File: config.mk
export PLATFORM = sky130hd
export DESIGN_NAME = dvi_tmds_encoder
export DESIGN_NICKNAME = d
export VERILOG_FILES = /design/src/rtl/tmds_pkg.sv /design/src/rtl/tmds_channel.sv /design/src/rtl/dvi_tmds_encoder.sv
export SDC_FILE = /design/constraint.sdc
export NUM_CORES = 1
export LEC_CHECK = 0
export CORE_UTILIZATION = 65
export CTS_BUF_LIST = sky130_fd_sc_hd__clkbuf_4 sky130_fd_sc_hd__clkbuf_8
export DETAILED_ROUTE_END_ITERATION = 10
export PLACE_DENSITY = 0.89
export SYNTH_ARGS = -nofsm -noshare
export SYNTH_HDL_FRONTEND = slang
export SYNTH_SLANG_ARGS = --single-unit
File: constraint.sdc
create_clock -name clk -period 12.5 [get_ports clk]
set_clock_uncertainty 0.1 [all_clocks]
set_input_delay 2.5 -clock clk [delete_from_list [all_inputs] [get_ports clk]]
set_output_delay 2.5 -clock clk [all_outputs]
set_load 0.01 [all_outputs]
File: src/rtl/tmds_pkg.sv
// Shared TMDS types, control tokens and helpers for the DVI encoder.
package tmds_pkg;

  typedef logic [9:0]        tmds_sym_t;
  typedef logic signed [4:0] tmds_disp_t;

  localparam tmds_sym_t TokCtl00 = 10'h354;
  localparam tmds_sym_t TokCtl01 = 10'h0AB;
  localparam tmds_sym_t TokCtl10 = 10'h154;
  localparam tmds_sym_t TokCtl11 = 10'h2AB;

  // Number of set bits in a byte (0..8).
  function automatic logic [3:0] popcount8(input logic [7:0] v);
    logic [3:0] n;
    n = 4'd0;
    for (int i = 0; i < 8; i++) begin
      n = n + {3'd0, v[i]};
    end
    return n;
  endfunction

  // Control token for {c1,c0}.
  function automatic tmds_sym_t ctl_token(input logic [1:0] c);
    tmds_sym_t t;
    unique case (c)
      2'b00:   t = TokCtl00;
      2'b01:   t = TokCtl01;
      2'b10:   t = TokCtl10;
      default: t = TokCtl11;
    endcase
    return t;
  endfunction

endpackage

File: src/rtl/tmds_channel.sv
// One TMDS channel: stage 1 transition minimisation, stage 2 DC balance or
// control token, with a private running disparity counter.
module tmds_channel import tmds_pkg::*; (
  input  logic       clk,
  input  logic       resetn,
  input  logic [7:0] d_i,
  input  logic [1:0] c_i,
  input  logic       de_i,
  output tmds_sym_t  sym_o
);

  logic [3:0] n1_in;
  logic       use_xnor;
  logic [8:0] qm_d, qm_q;
  logic       de_q;
  logic [1:0] c_q;

  logic [3:0] n1, n0;
  tmds_disp_t n1_s, n0_s;
  tmds_disp_t cnt_d, cnt_q;
  tmds_sym_t  sym_d, sym_q;

  // Stage 1 combinational: choose XOR/XNOR chain to minimise transitions.
  always_comb begin
    n1_in    = popcount8(d_i);
    use_xnor = (n1_in > 4'd4) || ((n1_in == 4'd4) && !d_i[0]);
    qm_d     = 9'd0;
    qm_d[0]  = d_i[0];
    for (int i = 1; i < 8; i++) begin
      qm_d[i] = use_xnor ? ~(qm_d[i-1] ^ d_i[i]) : (qm_d[i-1] ^ d_i[i]);
    end
    qm_d[8] = ~use_xnor;
  end

  // Stage 1 registers: q_m travels with its de and control pair.
  always_ff @(posedge clk or negedge resetn) begin
    if (!resetn) begin
      qm_q <= 9'd0;
      de_q <= 1'b0;
      c_q  <= 2'b00;
    end else begin
      qm_q <= qm_d;
      de_q <= de_i;
      c_q  <= c_i;
    end
  end

  // Stage 2 combinational: DC balance against running disparity, or token.
  always_comb begin
    n1    = popcount8(qm_q[7:0]);
    n0    = 4'd8 - n1;
    n1_s  = tmds_disp_t'({1'b0, n1});
    n0_s  = tmds_disp_t'({1'b0, n0});
    sym_d = ctl_token(c_q);
    cnt_d = 5'sd0;
    if (de_q) begin
      if ((cnt_q == 5'sd0) || (n1 == n0)) begin
        sym_d = {~qm_q[8], qm_q[8], qm_q[8] ? qm_q[7:0] : ~qm_q[7:0]};
        cnt_d = qm_q[8] ? (cnt_q + (n1_s - n0_s)) : (cnt_q + (n0_s - n1_s));
      end else if (((cnt_q > 5'sd0) && (n1 > n0)) || ((cnt_q < 5'sd0) && (n0 > n1))) begin
        sym_d = {1'b1, qm_q[8], ~qm_q[7:0]};
        cnt_d = cnt_q + (qm_q[8] ? 5'sd2 : 5'sd0) + (n0_s - n1_s);
      end else begin
        sym_d = {1'b0, qm_q[8], qm_q[7:0]};
        cnt_d = cnt_q - (qm_q[8] ? 5'sd0 : 5'sd2) + (n1_s - n0_s);
      end
    end
  end

  // Stage 2 registers: output symbol and disparity; reset forces the idle token.
  always_ff @(posedge clk or negedge resetn) begin
    if (!resetn) begin
      sym_q <= TokCtl00;
      cnt_q <= 5'sd0;
    end else begin
      sym_q <= sym_d;
      cnt_q <= cnt_d;
    end
  end

  assign sym_o = sym_q;

endmodule

File: src/rtl/dvi_tmds_encoder.sv
// DVI TMDS encoder top: applies sync polarity and maps RGB to three channels.
module dvi_tmds_encoder import tmds_pkg::*; #(
  parameter bit SYNC_INVERT = 1'b0
) (
  input  logic        clk,
  input  logic        resetn,
  input  logic [23:0] data,
  input  logic        hsync,
  input  logic        vsync,
  input  logic        data_en,
  output logic [9:0]  tmds0,
  output logic [9:0]  tmds1,
  output logic [9:0]  tmds2
);

  logic [1:0] ctl0;

  // Channel 0 carries {vsync,hsync} as {c1,c0}; others send control 00.
  always_comb begin
    ctl0 = {vsync ^ SYNC_INVERT, hsync ^ SYNC_INVERT};
  end

  tmds_channel u_ch0 (
    .clk    (clk),
    .resetn (resetn),
    .d_i    (data[7:0]),
    .c_i    (ctl0),
    .de_i   (data_en),
    .sym_o  (tmds0)
  );

  tmds_channel u_ch1 (
    .clk    (clk),
    .resetn (resetn),
    .d_i    (data[15:8]),
    .c_i    (2'b00),
    .de_i   (data_en),
    .sym_o  (tmds1)
  );

  tmds_channel u_ch2 (
    .clk    (clk),
    .resetn (resetn),
    .d_i    (data[23:16]),
    .c_i    (2'b00),
    .de_i   (data_en),
    .sym_o  (tmds2)
  );

endmodule

# After elaboration in Yosys (flattened, before gate mapping)
# Cells that the tools add are included.
dict set report op_classes {
  addsub 69
  bitwise 51
  n_mux 52
  eq_ne 8
  magnitude_cmp 15
  reduce_logical 25
}
# cell n
set ops {}
lappend ops {{$add 4x1->4} 36}
lappend ops {{$mux 10} 9}
lappend ops {{$add 5x5->5} 15}
lappend ops {{$mux 5} 12}
lappend ops {{$pmux 10 s3} 1}
lappend ops {{$sub 4x4->5} 6}
lappend ops {{$not 1->1} 27}
lappend ops {{$gt 4x4->1} 6}
lappend ops {{$mux 8} 3}
lappend ops {{$not 8->8} 3}
lappend ops {{$mux 1} 21}
lappend ops {{$xor 1x1->1} 21}
lappend ops {{$gt 5x1->1 const B} 3}
lappend ops {{$logic_not 5->1} 3}
lappend ops {{$lt 5x1->1 const B} 3}
lappend ops {{$sub 5x5->5} 3}
lappend ops {{$add 1x1->2} 6}
lappend ops {{$eq 4x3->1 const B} 3}
lappend ops {{$eq 4x4->1} 3}
lappend ops {{$gt 4x3->1 const B} 3}
lappend ops {{$mux 2} 6}
lappend ops {{$sub 4x4->4 const A} 3}
lappend ops {{$logic_and 1x1->1} 9}
lappend ops {{$logic_or 1x1->1} 9}
lappend ops {{other kinds (4)} 6}
dict set report totals {
  elab_cells 231
  ff_bits 75
  inputBits 29
  output_inout_bits 30
}

# Longest topological paths before layout
dict set report depth {
  word_depth 29
  depth_mapped 24
  depth_no_buf 22
}

# Cells and area by module
# Synthesis repeated with hierarchy kept, for this count alone.
dict set report hier_totals {
  hier_cells 700
  area_unflattened_um2 7025.5
}
# module instances area_each_um2 seq_area_each_um2 cells_per_inst
set by_module_without_submodules {}
lappend by_module_without_submodules {{tmds_channel (u_ch0)} 1 2503.7 681.9 239}
lappend by_module_without_submodules {{tmds_channel (u_ch2)} 1 2301.0 681.9 239}
lappend by_module_without_submodules {{tmds_channel (u_ch1)} 1 2217.1 681.9 221}
lappend by_module_without_submodules {dvi_tmds_encoder 1 3.8 0.0 1}

# Worst setup path after synthesis
# Ideal clock, no wire load.
dict set report synth_path {
  path_type {input-to-reg}
  from {input data[8]}
  to {register u_ch1.qm_q[7]}
  t_arrival_ps 5619
  t_required_ps 12273
  path_slack_ps 6653
  n_path_buf 0
  setup_ps 127
  stages 12
  path_cell_list {ha_1 > inv_1 > fa_1 > fa_1 > inv_1 > fa_1 > fa_1 > nor3b_1 > o21ai_0 > a21oi_1 > xnor2_1 > xnor2_1}
}
dict set report synth_between {
  elab_chain_cells 29
  elab_cells_between_ends 33
  classes_between {add/sub: 7; order compare: 1; eq/ne: 1; mux: 7; bitwise: 14; reduce/logical: 3}
}
# item line
set synth_rtl {}
lappend synth_rtl {{from (decl)} dvi_tmds_encoder.sv:7} ;# input logic [23:0] data,
lappend synth_rtl {{branches (longest 28 deep; another with $add 4x1->4)} --}
lappend synth_rtl {{$mux 1 *} tmds_channel.sv:30} ;# qm_d[i] = use_xnor ? ~(qm_d[i-1] ^ d_i[i]) : (qm_d[i-1] ^ d_i[i]);
lappend synth_rtl {{named net u_ch1.qm_d[7]} tmds_channel.sv:14} ;# logic [8:0] qm_d, qm_q;
lappend synth_rtl {{to (signal assigned)} tmds_channel.sv:42} ;# qm_q <= qm_d;
lappend synth_rtl {{to (decl)} tmds_channel.sv:14}
# Mark *: on every way through the listed nets, which the timed path passes.

# Worst setup path after layout
dict set report layout_path {
  from {input data[16]}
  to {register u_ch2.qm_q[7]}
}
dict set report layout_between {
  elab_chain_cells 29
  elab_cells_between_ends 33
  classes_between {add/sub: 7; order compare: 1; eq/ne: 1; mux: 7; bitwise: 14; reduce/logical: 3}
}
# item line
set layout_rtl {}
lappend layout_rtl {{branches (longest 28 deep; another with $add 4x1->4)} --}
lappend layout_rtl {{$mux 1 *} tmds_channel.sv:30}
lappend layout_rtl {{named net u_ch2.qm_d[7]} tmds_channel.sv:14}
lappend layout_rtl {{to (signal assigned)} tmds_channel.sv:42}
lappend layout_rtl {{to (decl)} tmds_channel.sv:14}
# Marks and branches as above.

==> flow_summary_export.csv <==
group,metric,value,unit
synth,ys.flop_type,"dfrtp_1",
route,route.final.wire_length,12900,µm
global_routing,antenna_violations_before_repair,0,
clock_network,clock_tree_from_tritoncts,"done",
sta,setup_viol_count_final,0,
setup_path,regToRegStartpoint,"u_ch2.qm_q[0]",
setup_path,critPathSlowestCell,"fa_1",
finish,n_antenna_cell,0,
setup_path,cpMostUsedCell,"fa_1",
finish,synthToLayoutAreaGrowth,14.1,%
run_status,run_status,"completed",
synth,syn_inst,612,
global_routing,largest_net_degree_at_the_start_of_global_routing,76,
clock_network,postCtsSetupRepairBufs,0,
synth,synth.yosys.warnings,0,
setup_path,ff2ff_path_depth,20,
sta,timing.final.crit_period,6.35,ns
floorplanning,floorplan.die.width,99.7,µm
worst_hold_path,hp-class,"reg2reg",
clock_network,ctsLongestPathBuffers,2,
synth,post_synth_num_cell_types,61,
clock_network,cts.sink_count,75,
sta,finalCritPeriodShare,0.508,
setup_path,r2r_setup_slack,6.39,ns
setup_path,worstSetupPathType,"in2reg",
route,detail_route.iter0.violations,243,
sta,maxSlewHeadroom,0.385,
clock_network,worstSkewPairLatency,0.36,ns
synth,synth.cell_area,6200,µm²
route,route.detailed.wl_per_inst,16.1,µm
flow_run,max_cap_viol_count,0,
synth,syn-mean-instance-area,10.1,µm²
synth,ys_ff_latch,75,
clock_network,ctsRootBufferMaster,"clkbuf_8",
setup_path,setup.worst_path.end,"u_ch2.qm_q[7]",
floorplanning,io_pins,59,
global_routing,globalRouteOverflowTotal,0,
floorplanning,die_area,9940,µm²
clock_network,cts_repair_resize_count,0,
placement,place_congestion,0.912,
floorplanning,placeable_core_region,9240,µm²
setup_path,critical_path_startpoint_category,"input port",
global_routing,first_pass_grt_wire_length,21700,µm
synth,synth-edff-count,0,
route,routed-via-count,4420,
synth,synth_seq_area_share,0.306,
global_routing,vias_in_the_first_global_route,4747,
sta,max_slew.worst_pin.slew,0.922,ns
sta,worst_hold_slack,0.409,ns
clock_network,hold_buf_count_cts,0,
floorplanning,rows,35,
finish,finalNetCount,796,
clock_network,cts_made_buffers,9,
sta,slew_violations,0,
route,drt_first_pass_iters,7,
setup_path,worstReg2RegEnd,"u_ch2.cnt_q[4]",
sta,totalNegativeSetupSlack,0,ns
setup_path,crit_path_cell_trace,"clkdlybuf4s50_1, ha_1, inv_1, fa_1, fa_1, inv_1, fa_1, fa_1, nor3b_1, o21ai_0, a21oi_1, xnor2_1, xnor2_1",
sta,final-hold-violation-count,0,
route,drc,0,
finish,post-route-util,0.766,
setup_path,cp_top_family,"adder cells",
finish,layout-drive-gt1-share,0.0837,
floorplanning,initial_core_util,0.671,
synth,synth_async_sr_flop_share,1.00,
clock_network,cts_htree_levels,3,
setup_path,crit_path_start,"data[16]",
setup_path,setup.worst_path.end_class,"flop",
route,postRouteAntennaNets,0,
sta,fmax,157,MHz
synth,mappedNetlistNets,744,
placement,place_hpwl,9650,µm
setup_path,worst_ep_arrival_time,6.49,ns
clock_network,clkTransAtPathRegs,0.09,ns
setup_path,timing.critical_path.required,12.64,ns
route,post_drt_via_cell_ratio,5.54,
setup_path,crit_path_max_fanout,5,
setup_path,timing.critical_path.buf_inv,3,
placement,numPortBuffers,58,
setup_path,cp_slowest_stage_delay,0.52,ns
setup_path,cp_num_cells,13,
sta,setup_repair_after_global_routing_missed_its_margin,"false",
global_routing,grt_use_total,0.281,
floorplanning,die-height,99.7,µm
[stage by stage]
stage | instance area (µm²) | worst slack, ns | cells
2_1_floorplan | 6200 | 6.65 | 612
3_3_place_gp | 6860 | 6.10 | 782
3_5_place_dp | 6860 | 5.78 | 782
4_1_cts | 7080 | 6.15 | 798
5_1_grt | 7080 | 5.89 | 798
6_report | 7080 | 6.15 | 798
[cell type report]
cell class | count | area [µm²]
clock buffer | 10 | 131
clock inverter | 6 | 90.1
fill | 602 | 2160
inverter | 112 | 420
multi-input combinational | 407 | 3790
sequential | 75 | 1900
tap | 129 | 161
timing repair buffer | 59 | 586
[cells in the mapped netlist, drive strengths merged, types with 2 or more instances]
cell	n	area [µm²]
or4	2	15.0
o211ai	3	27.5
nor2b	3	18.8
or2	5	31.3
and4b	2	20.0
a22oi	3	22.5
clkbuf	7	27.5
nor3b	7	52.6
o21bai	2	26.3
inv	110	413
xnor2	80	734
a211oi	6	45.0
xor2	14	123
mux2i	17	195
nand2b	7	43.8
a21oi	37	189
buf	11	67.6
fa	36	721
and2	3	18.8
a221oi	2	17.5
nand3	2	10.0
dfstp	15	394
clkinv	2	7.51
o31a	2	17.5
dfrtp	60	1500
o21a	2	15.0
ha	67	838
nor3	7	50.1
nand2	22	97.6
a21o	6	45.0
nor4b	2	23.8
nor2	27	101
o22ai	9	76.3
o21ai	18	90.1
a2bb2oi	2	17.5
nand4b	5	43.8
[cells by family (layout without fill, tap and decap cells)]
| logic type | after synthesis | in the layout | share of synthesized area |
|---|---|---|---|
| buf+inv | 130 | 187 | 0.0831 |
| fa+ha+maj | 103 | 103 | 0.251 |
| compound gates | 97 | 97 | 0.103 |
| simple gates | 95 | 95 | 0.0859 |
| xor+xnor | 94 | 94 | 0.138 |
| flops | 75 | 75 | 0.306 |
| mux | 18 | 18 | 0.0333 |
[worst reg2reg max path: cells and delay by family (launching register included)]
family / cells / cell delay [ns]
muxes: 1 / 0.09
buffers and inverters: 4 / 0.32
DFF: 1 / 0.41
xor gates and xnor gates: 4 / 0.88
AOI/OAI and AO/OA: 1 / 0.20
adders and majority gates: 9 / 3.72
and+or+nand+nor: 1 / 0.31
[worst min path at each step]
| stage | from | depth (start not counted) | slack, ns | endpoint |
|---|---|---|---|---|
| after floorplan | u_ch0.cnt_q[0] | 1 | 0.35 | u_ch0.cnt_q[0] |
| after global placement | u_ch0.cnt_q[0] | 1 | 0.38 | u_ch0.cnt_q[0] |
| after detailed placement | u_ch2.cnt_q[0] | 1 | 0.39 | u_ch2.cnt_q[0] |
| after CTS | u_ch2.cnt_q[0] | 1 | 0.41 | u_ch2.cnt_q[0] |
| after global routing | u_ch2.cnt_q[0] | 1 | 0.42 | u_ch2.cnt_q[0] |
| final | u_ch1.cnt_q[0] | 1 | 0.41 | u_ch1.cnt_q[0] |
[flip-flops by register name (all words and copies together), names as in the netlist]
register and cells:
u_ch0.sym_o 10, u_ch2.cnt_q 5, u_ch1.qm_q 9, u_ch2.sym_o 10, u_ch2.qm_q 9, u_ch0.qm_q 9
u_ch0.cnt_q 5, u_ch1.cnt_q 5, u_ch0.c_q 2, u_ch1.sym_o 10, u_ch0.de_q 1
[cell usage in the layout, fill, tap and decap left out, drive strengths merged, types with 2 or more instances in the layout]
cell type,n
nand2b,7
o31a,2
mux2i,17
or2,5
nor4b,2
nand2,22
or4,2
nor3,7
a2bb2oi,2
o21a,2
a21o,6
bufinv,2
buf,2
nand4b,5
a211oi,6
o21ai,18
nor2b,3
nand3,2
clkbuf,10
clkdlybuf4s50,57
ha,67
and4b,2
o21bai,2
nor2,27
xnor2,80
nor3b,7
and2,3
xor2,14
a221oi,2
clkinv,4
fa,36
a21oi,37
inv,111
o211ai,3
a22oi,3
dfstp,15
o22ai,9
dfrtp,60
[layer usage]
metal | GRT usage | wire (µm) | share of wire | vias to the layer above
li1 | - | - | - | 2076
met1 | 0.326 | 5030 | 0.39 | 2165
met2 | 0.524 | 6890 | 0.54 | 147
met3 | 0.0422 | 654 | 0.051 | 32
met4 | 0.105 | 277 | 0.022 | 0
met5 | 0 | 0 | 0 | -
Power is left out: the tool's default activity adds up to more than one toggle a clock period on the data nets, which glitch-free logic cannot reach.
